<file path="src/rtl/tag_free_list_pkg.sv">
//-----------------------------------------------------------------------------
// Module      : tag_free_list_pkg
// Description : Shared rename-stage constants and types (physical tag,
//               free-list pointer) plus ring-pointer helpers. Reused by the
//               renamer, the ROB and the tag free list.
// Revision    : 1.0 - initial release
//-----------------------------------------------------------------------------
`default_nettype none

package tag_free_list_pkg;

  localparam int NUM_TAGS    = 64;
  localparam int NUM_ARCH    = 32;
  localparam int WIDTH_ALLOC = 3;
  localparam int WIDTH_COM   = 3;

  localparam int DEPTH   = NUM_TAGS - NUM_ARCH;
  localparam int TAG_W   = $clog2(NUM_TAGS);
  localparam int IDX_W   = $clog2(DEPTH);
  localparam int PTR_W   = IDX_W + 1;
  localparam int AOFF_W  = $clog2(WIDTH_ALLOC + 1);
  localparam int COFF_W  = $clog2(WIDTH_COM + 1);

  typedef logic [TAG_W-1:0] Tag_t;
  typedef logic [PTR_W-1:0] FLPtr_t;
  typedef logic [IDX_W-1:0] FLIdx_t;

  // Pointers live in [0, 2*DEPTH): the upper half is the "wrapped" lap.
  function automatic FLPtr_t ptr_add(FLPtr_t p, FLPtr_t n);
    int s;
    s = int'(p) + int'(n);
    if (s >= 2 * DEPTH) s = s - 2 * DEPTH;
    return FLPtr_t'(s);
  endfunction

  // Distance from b forward to a, modulo the pointer range.
  function automatic FLPtr_t ptr_diff(FLPtr_t a, FLPtr_t b);
    int d;
    d = int'(a) - int'(b);
    if (d < 0) d = d + 2 * DEPTH;
    return FLPtr_t'(d);
  endfunction

  // Storage index of a pointer (drop the lap).
  function automatic FLIdx_t ptr_idx(FLPtr_t p);
    int i;
    i = int'(p);
    if (i >= DEPTH) i = i - DEPTH;
    return FLIdx_t'(i);
  endfunction

endpackage

`default_nettype wire

</file>
<file path="src/rtl/tag_free_list_if.sv">
//-----------------------------------------------------------------------------
// Module      : tag_free_list_if
// Description : Renamer <-> tag free list bundle. The renamer side is the
//               master (drives IN_*), the free list is the slave (drives OUT_*).
// Revision    : 1.0 - initial release
//-----------------------------------------------------------------------------
`default_nettype none

interface tag_free_list_if;
  import tag_free_list_pkg::*;

  logic [WIDTH_ALLOC-1:0]       IN_allocReq;
  logic                         IN_allocFire;
  Tag_t [WIDTH_ALLOC-1:0]       OUT_allocTag;
  logic                         OUT_allocReady;
  logic [WIDTH_COM-1:0]         IN_comValid;
  Tag_t [WIDTH_COM-1:0]         IN_comOldTag;
  logic                         IN_flush;
  FLPtr_t                       OUT_freeCount;
  logic                         OUT_dbgErr;

  modport master (
    output IN_allocReq, IN_allocFire, IN_comValid, IN_comOldTag, IN_flush,
    input  OUT_allocTag, OUT_allocReady, OUT_freeCount, OUT_dbgErr
  );

  modport slave (
    input  IN_allocReq, IN_allocFire, IN_comValid, IN_comOldTag, IN_flush,
    output OUT_allocTag, OUT_allocReady, OUT_freeCount, OUT_dbgErr
  );

endinterface

`default_nettype wire

</file>
<file path="src/rtl/tag_free_list_prefix_offsets.sv">
//-----------------------------------------------------------------------------
// Module      : prefix_offsets
// Description : Exclusive prefix count of a W-bit valid vector: off[k] is the
//               number of set bits below k, total is the population count.
// Revision    : 1.0 - initial release
//-----------------------------------------------------------------------------
`default_nettype none

module prefix_offsets #(
  parameter int W  = 3,
  parameter int CW = $clog2(W + 1)
) (
  input  logic [W-1:0]         valid,
  output logic [W-1:0][CW-1:0] off,
  output logic [CW-1:0]        total
);

  // Running count: each slot sees the sum of the valid bits before it.
  always_comb begin : p_prefix
    logic [CW-1:0] acc;
    acc = '0;
    off = '0;
    for (int k = 0; k < W; k++) begin
      off[k] = acc;
      acc    = acc + CW'(valid[k]);
    end
    total = acc;
  end

endmodule

`default_nettype wire

</file>
<file path="src/rtl/tag_free_list.sv">
//-----------------------------------------------------------------------------
// Module      : tag_free_list
// Description : Circular free list of unmapped physical tags. Hands out up to
//               WIDTH_ALLOC tags per cycle in program order, takes superseded
//               tags back at commit, and rolls the speculative head back to
//               the committed head on flush.
//               Optional checker: define TAG_FREELIST_CHECK_EN to track an
//               isFree bitmap and raise a sticky OUT_dbgErr on misuse.
// Revision    : 1.0 - initial release
//-----------------------------------------------------------------------------
`default_nettype none

module tag_free_list
  import tag_free_list_pkg::*;
(
  input  logic              clk,
  input  logic              rst,
  tag_free_list_if.slave    fl
);

  Tag_t                         r_list [DEPTH];
  FLPtr_t                       r_spec_head;
  FLPtr_t                       r_com_head;
  FLPtr_t                       r_tail;

  logic [WIDTH_ALLOC-1:0][AOFF_W-1:0] w_alloc_off;
  logic [AOFF_W-1:0]                  w_n_alloc;
  logic [WIDTH_COM-1:0][COFF_W-1:0]   w_com_off;
  logic [COFF_W-1:0]                  w_n_com;

  Tag_t [WIDTH_ALLOC-1:0]       w_alloc_tag;
  FLPtr_t                       w_free;
  logic                         w_alloc_ok;
  logic                         w_alloc_do;
  FLPtr_t                       w_com_head_nxt;

  prefix_offsets #(.W(WIDTH_ALLOC), .CW(AOFF_W)) u_alloc_off (
    .valid (fl.IN_allocReq),
    .off   (w_alloc_off),
    .total (w_n_alloc)
  );

  prefix_offsets #(.W(WIDTH_COM), .CW(COFF_W)) u_com_off (
    .valid (fl.IN_comValid),
    .off   (w_com_off),
    .total (w_n_com)
  );

  assign w_free         = ptr_diff(r_tail, r_spec_head);
  assign w_alloc_ok     = (w_free >= FLPtr_t'(w_n_alloc));
  assign w_alloc_do     = fl.IN_allocFire && w_alloc_ok && !fl.IN_flush;
  assign w_com_head_nxt = ptr_add(r_com_head, FLPtr_t'(w_n_com));

  // Requesting slots pack densely from the speculative head.
  generate
    for (genvar k = 0; k < WIDTH_ALLOC; k++) begin : g_alloc_tag
      assign w_alloc_tag[k] =
        r_list[ptr_idx(ptr_add(r_spec_head, FLPtr_t'(w_alloc_off[k])))];
    end
  endgenerate

  assign fl.OUT_allocTag   = w_alloc_tag;
  assign fl.OUT_allocReady = w_alloc_ok;
  assign fl.OUT_freeCount  = w_free;

  // Ring storage and pointers; commit always applies, flush overrides alloc.
  always_ff @(posedge clk or posedge rst) begin
    if (rst) begin
      for (int i = 0; i < DEPTH; i++) begin
        r_list[i] <= Tag_t'(NUM_ARCH + i);
      end
      r_spec_head <= '0;
      r_com_head  <= '0;
      r_tail      <= FLPtr_t'(DEPTH);
    end else begin
      for (int k = 0; k < WIDTH_COM; k++) begin
        if (fl.IN_comValid[k]) begin
          r_list[ptr_idx(ptr_add(r_tail, FLPtr_t'(w_com_off[k])))] <= fl.IN_comOldTag[k];
        end
      end
      r_tail     <= ptr_add(r_tail, FLPtr_t'(w_n_com));
      r_com_head <= w_com_head_nxt;
      if (fl.IN_flush) begin
        r_spec_head <= w_com_head_nxt;
      end else if (w_alloc_do) begin
        r_spec_head <= ptr_add(r_spec_head, FLPtr_t'(w_n_alloc));
      end
    end
  end

`ifdef TAG_FREELIST_CHECK_EN
  logic [NUM_TAGS-1:0] r_is_free;
  logic [NUM_TAGS-1:0] w_is_free_nxt;
  logic                w_err_set;
  logic                r_dbg_err;
  FLPtr_t              w_reclaim_cnt;

  // Squashed allocations sit between the post-commit head and the old spec head.
  assign w_reclaim_cnt = ptr_diff(r_spec_head, w_com_head_nxt);

  // Bitmap update in slot order: allocs clear, frees set, flush reclaims set.
  always_comb begin
    w_is_free_nxt = r_is_free;
    w_err_set     = fl.IN_allocFire && !w_alloc_ok;
    if (w_alloc_do) begin
      for (int k = 0; k < WIDTH_ALLOC; k++) begin
        if (fl.IN_allocReq[k]) begin
          if (!w_is_free_nxt[w_alloc_tag[k]]) w_err_set = 1'b1;
          w_is_free_nxt[w_alloc_tag[k]] = 1'b0;
        end
      end
    end
    for (int k = 0; k < WIDTH_COM; k++) begin
      if (fl.IN_comValid[k]) begin
        if (w_is_free_nxt[fl.IN_comOldTag[k]]) w_err_set = 1'b1;
        w_is_free_nxt[fl.IN_comOldTag[k]] = 1'b1;
      end
    end
    if (fl.IN_flush) begin
      for (int i = 0; i < DEPTH; i++) begin
        if (FLPtr_t'(i) < w_reclaim_cnt) begin
          w_is_free_nxt[r_list[ptr_idx(ptr_add(w_com_head_nxt, FLPtr_t'(i)))]] = 1'b1;
        end
      end
    end
  end

  // Bitmap register and sticky error flag.
  always_ff @(posedge clk or posedge rst) begin
    if (rst) begin
      for (int t = 0; t < NUM_TAGS; t++) begin
        r_is_free[t] <= (t >= NUM_ARCH);
      end
      r_dbg_err <= 1'b0;
    end else begin
      r_is_free <= w_is_free_nxt;
      if (w_err_set) r_dbg_err <= 1'b1;
    end
  end

  assign fl.OUT_dbgErr = r_dbg_err;
`else
  assign fl.OUT_dbgErr = 1'b0;
`endif

endmodule

`default_nettype wire
</file>
<file path="src/flat_wrapper.sv">
// flat-port wrapper written by rule: the top's interface ports become plain ports
module tag_free_list_flat import tag_free_list_pkg::*;
  (clk, rst, fl_IN_allocReq, fl_IN_allocFire, fl_IN_comValid, fl_IN_comOldTag, fl_IN_flush, fl_OUT_allocTag, fl_OUT_allocReady, fl_OUT_freeCount, fl_OUT_dbgErr);
  tag_free_list_if fl_i ();
  input  logic clk;
  input  logic rst;
  input wire logic [$bits(fl_i.IN_allocReq)-1:0] fl_IN_allocReq;
  input wire logic [$bits(fl_i.IN_allocFire)-1:0] fl_IN_allocFire;
  input wire logic [$bits(fl_i.IN_comValid)-1:0] fl_IN_comValid;
  input wire logic [$bits(fl_i.IN_comOldTag)-1:0] fl_IN_comOldTag;
  input wire logic [$bits(fl_i.IN_flush)-1:0] fl_IN_flush;
  output wire logic [$bits(fl_i.OUT_allocTag)-1:0] fl_OUT_allocTag;
  output wire logic [$bits(fl_i.OUT_allocReady)-1:0] fl_OUT_allocReady;
  output wire logic [$bits(fl_i.OUT_freeCount)-1:0] fl_OUT_freeCount;
  output wire logic [$bits(fl_i.OUT_dbgErr)-1:0] fl_OUT_dbgErr;
  assign fl_i.IN_allocReq = fl_IN_allocReq;
  assign fl_i.IN_allocFire = fl_IN_allocFire;
  assign fl_i.IN_comValid = fl_IN_comValid;
  assign fl_i.IN_comOldTag = fl_IN_comOldTag;
  assign fl_i.IN_flush = fl_IN_flush;
  assign fl_OUT_allocTag = fl_i.OUT_allocTag;
  assign fl_OUT_allocReady = fl_i.OUT_allocReady;
  assign fl_OUT_freeCount = fl_i.OUT_freeCount;
  assign fl_OUT_dbgErr = fl_i.OUT_dbgErr;
  tag_free_list u_core (.clk(clk), .rst(rst), .fl(fl_i));
endmodule
</file>
<file path="config.mk">
export PLATFORM = sky130hd
export DESIGN_NAME = tag_free_list_flat
export DESIGN_NICKNAME = d
export VERILOG_FILES = /design/src/rtl/tag_free_list_pkg.sv /design/src/rtl/tag_free_list_if.sv /design/src/rtl/tag_free_list_prefix_offsets.sv /design/src/rtl/tag_free_list.sv /design/src/flat_wrapper.sv
export SDC_FILE = /design/constraint.sdc
export NUM_CORES = 1
export LEC_CHECK = 0
export ABC_CLOCK_PERIOD_IN_PS = 11700
export BUFFER_PORTS_ARGS = -buffer_cell sky130_fd_sc_hd__clkbuf_2
export CAP_MARGIN = 10
export CORE_UTILIZATION = 47
export DETAILED_ROUTE_END_ITERATION = 8
export PLACE_DENSITY = 0.6
export RECOVER_POWER = 50
export SYNTH_ARGS = -nofsm -noshare
export SYNTH_HDL_FRONTEND = slang
export SYNTH_SLANG_ARGS = --single-unit
</file>
<file path="constraint.sdc">
create_clock -name clk -period 11.7 [get_ports clk]
set_input_delay 2.34 -clock clk [delete_from_list [all_inputs] [get_ports clk]]
set_output_delay 2.34 -clock clk [all_outputs]
set_load 0.01 [all_outputs]
</file>
==> run summary <==
Fin. Hold Viols - 0
Post-synthesis cell type count - 69
Post-route setup TNS - 0 ns
P_sw - 3.14 mW
Root Buffer - clkbuf_16
Cells along the critical path - clkbuf_2 > clkinvlp_2 > clkbuf_1
Crit path required time - 11.13 ns
Min Tclk post-route - 7.92 ns
Clock Tree Buf Depth - 3
Slew headroom - -179%
Clock Skew - 0.00652 ns
CTS buffer count - 26
First-pass GRT wire length - 110000 um
Drt via density - 7.13
Proportion of power drawn by the clock network - 12.3%
Wire per inst - 33.1 um
Crit-path slowest cell - clkbuf_1
Leakage - 7.51 nW
Crit path buf inv count - 3
Gates resized, CTS repair - 0
Setup crit start kind - input port
P&R area growth vs syn - 6.87%
# rows - 71
Dpl cell area - 18600 um^2
Design Area, Final - 19600 um^2
Combinational Power Share - 59.8%
Hold WC Path Type - reg -> reg
Period utilisation layout - 67.7%
RSZ-0062 raised after global routing - false
CTS clk-pin slew, worst paths - 0.06 ns
Postcts setup bufs - 0
Run status - finished with violations
Clk sinks - 210
Fmax - 126 MHz
Syn avg cell area - 10.0 um^2
Count of pins over their slew limit - 215
Synth Cell Area - 18300 um^2
Failing checks - capacitance limit, slew limit
Vias in the first global route - 15600
Die H - 199 um
Post-synth EDFFs - 0
Core area - 38000 um^2
Final ANT Viol Nets - 0
Nets - 1813
DR vias - 16300
Htree depth - 1
Overall die width - 199 um
Seq/Total Area, Yosys - 29.5%
Cells after synthesis - 1828
Crit path max-delay family - buffers and inverters
DRT Wirelength - 75700 um
Dpl hpwl - 50800 um
Die ar. - 39700 um^2
Pwr Density - 354 nW/um^2
Setup CP Type - in -> async
Share of post-route cells with drive strength above 1 - 29.3%
Fin cells - 2286
DRT Pass-1 Iters - 6
Arrival time at the worst endpoint - 7.35 ns
Worst-Margin Slew - 4.16 ns
Initial core utilization - 48.2%
Initial DRC Count - 2466
Most common flop cell mapped by yosys - dfstp_2
Gr ovfl total - 0
Final setup viols - 0
Filler cell count - 3479
Post-Route Utilization - 51.5%
Sw frac - 45.3%
Placer Congestion - 1.05
Worst-Skew Late Latency - 0.56 ns
Ports - 54
Worst VDD drop - 0.208 mV
Synth warnings - 0
Cts hold-fix bufs - 0
Largest net degree at the start of global routing - 89
Total GRT Usage - 38.9%
DRC violations left - 0
CTS tree - done
Max_cap viols - 3
#FFs+latches synth - 210
CP max stage delay - 2.52 ns
CP max FO - 88
Share of async-settable or async-resettable flops after synthesis - 100%
Seq pwr share - 28.0%
Initial antenna violation count - 1
Worst Setup End Kind - asynchronous set/reset pin
Internal power - 3.79 mW
# placed instances - 2230
Port Buffers - 52
Post-synthesis net count - 1887
-- final cells by class --
cell class / instances / area (um^2) / area share [%]
multi-input cells: 1408 / 12000 / 61.5
flip-flops and latches: 210 / 5400 / 27.6
clock buffers: 41 / 798 / 4.08
well taps: 511 / 639 / 3.27
repair buffers: 89 / 534 / 2.73
clock inverters: 7 / 85.1 / 0.435
inverters: 19 / 72.6 / 0.371
diodes: 1 / 2.50 / 0.0128
-- metal layers --
metal,GRT usage [%],vias to the layer above,routed length [um]
met5,0,-,0
met4,18.4,0,4230
met3,11.4,263,10800
met2,57.0,1328,32500
met1,52.8,8036,28200
li1,-,6663,-
-- synthesized netlist by cell type, types with 3 or more instances --
cell type	number	area, um^2
a211oi_1	7	52.6
a21o_1	4	30.0
a21oi_1	130	651
a22oi_1	4	30.0
and2_1	3	18.8
and3_1	11	68.8
and3b_1	3	26.3
and4bb_2	3	37.5
buf_1	10	37.5
buf_2	46	230
buf_4	7	52.6
buf_6	7	78.8
clkbuf_1	118	443
dfrtp_1	97	2430
dfstp_2	113	2970
fa_1	8	160
ha_1	23	288
inv_1	17	63.8
mux2_1	3	33.8
mux2_2	44	495
mux2i_1	200	2000
mux4_2	172	3870
mux4_4	6	150
nand2_1	205	769
nand2b_1	9	56.3
nand3_1	99	495
nand3b_1	6	45.0
nor2_1	107	402
nor2_2	12	75.1
nor2_4	3	33.8
nor2b_1	4	25.0
nor3_1	16	80.1
nor3_4	5	81.3
o211ai_1	12	90.1
o21ai_0	60	300
o21ai_1	145	726
o22ai_1	16	100
o2bb2ai_1	12	105
or2_2	10	62.6
or3_1	9	56.3
xnor2_1	16	140
xor2_1	9	78.8
-- power groups by stage --
stage          Sequential, mW  Clock, mW  Combinational (mW)
2_1_floorplan            1.44          0                3.20
3_3_place_gp             1.88          0                3.97
3_5_place_dp             1.87          0                4.06
4_1_cts                  1.86      0.854                4.08
5_1_grt                  1.91      0.887                4.44
6_report                 1.94      0.850                4.14
-- registers in the layout (all words and copies together), names as in the netlist --
name                flops
u_core.r_list         192
u_core.r_com_head       6
u_core.r_spec_head      6
u_core.r_tail           6
-- cell usage in the layout (no fill, tap or decap), types with 60 or more instances in the layout --
| cell type | instances |
|---|---|
| a21oi_1 | 130 |
| o21ai_0 | 60 |
| nor2_1 | 107 |
| nand2_1 | 205 |
| mux4_2 | 172 |
| nand3_1 | 99 |
| mux2i_1 | 200 |
| dfstp_2 | 113 |
| o21ai_1 | 145 |
| dfrtp_1 | 95 |
-- worst paths after layout --
kind	startpoint	endpoint	slack, ns	depth (start not counted)
max	rst	u_core.r_spec_head[0]	3.78	3
min	u_core.r_com_head[5]	u_core.r_com_head[5]	0.46	1
max reg2reg	u_core.r_tail[0]	u_core.r_list[140]	7.62	8
min reg2reg	u_core.r_com_head[5]	u_core.r_com_head[5]	0.46	1
max in group clk	fl_IN_allocReq[0]	fl_OUT_allocTag[16]	3.90	10
min in group asynchronous	rst	u_core.r_list[106]	3.03	2
-- stage by stage --
step | power [mW] | hold WS, ns | setup slack [ns]
floorplan | 4.64 | 0.436 | 3.81
global placement | 5.85 | 0.452 | 3.55
detailed placement | 5.93 | 0.458 | 3.44
CTS | 6.80 | 0.467 | 3.41
global route | 7.23 | 0.484 | 2.46
finish | 6.93 | 0.463 | 3.78
-- cell families after synthesis --
logic type	synth area share, %
flops	29.5
xor+xnor	1.20
buf+inv	5.17
other cells	0.0205
mux	36.1
compound gates	11.9
simple gates	13.7
fa+ha+maj	2.45
(Power assumes the default switching activity.)
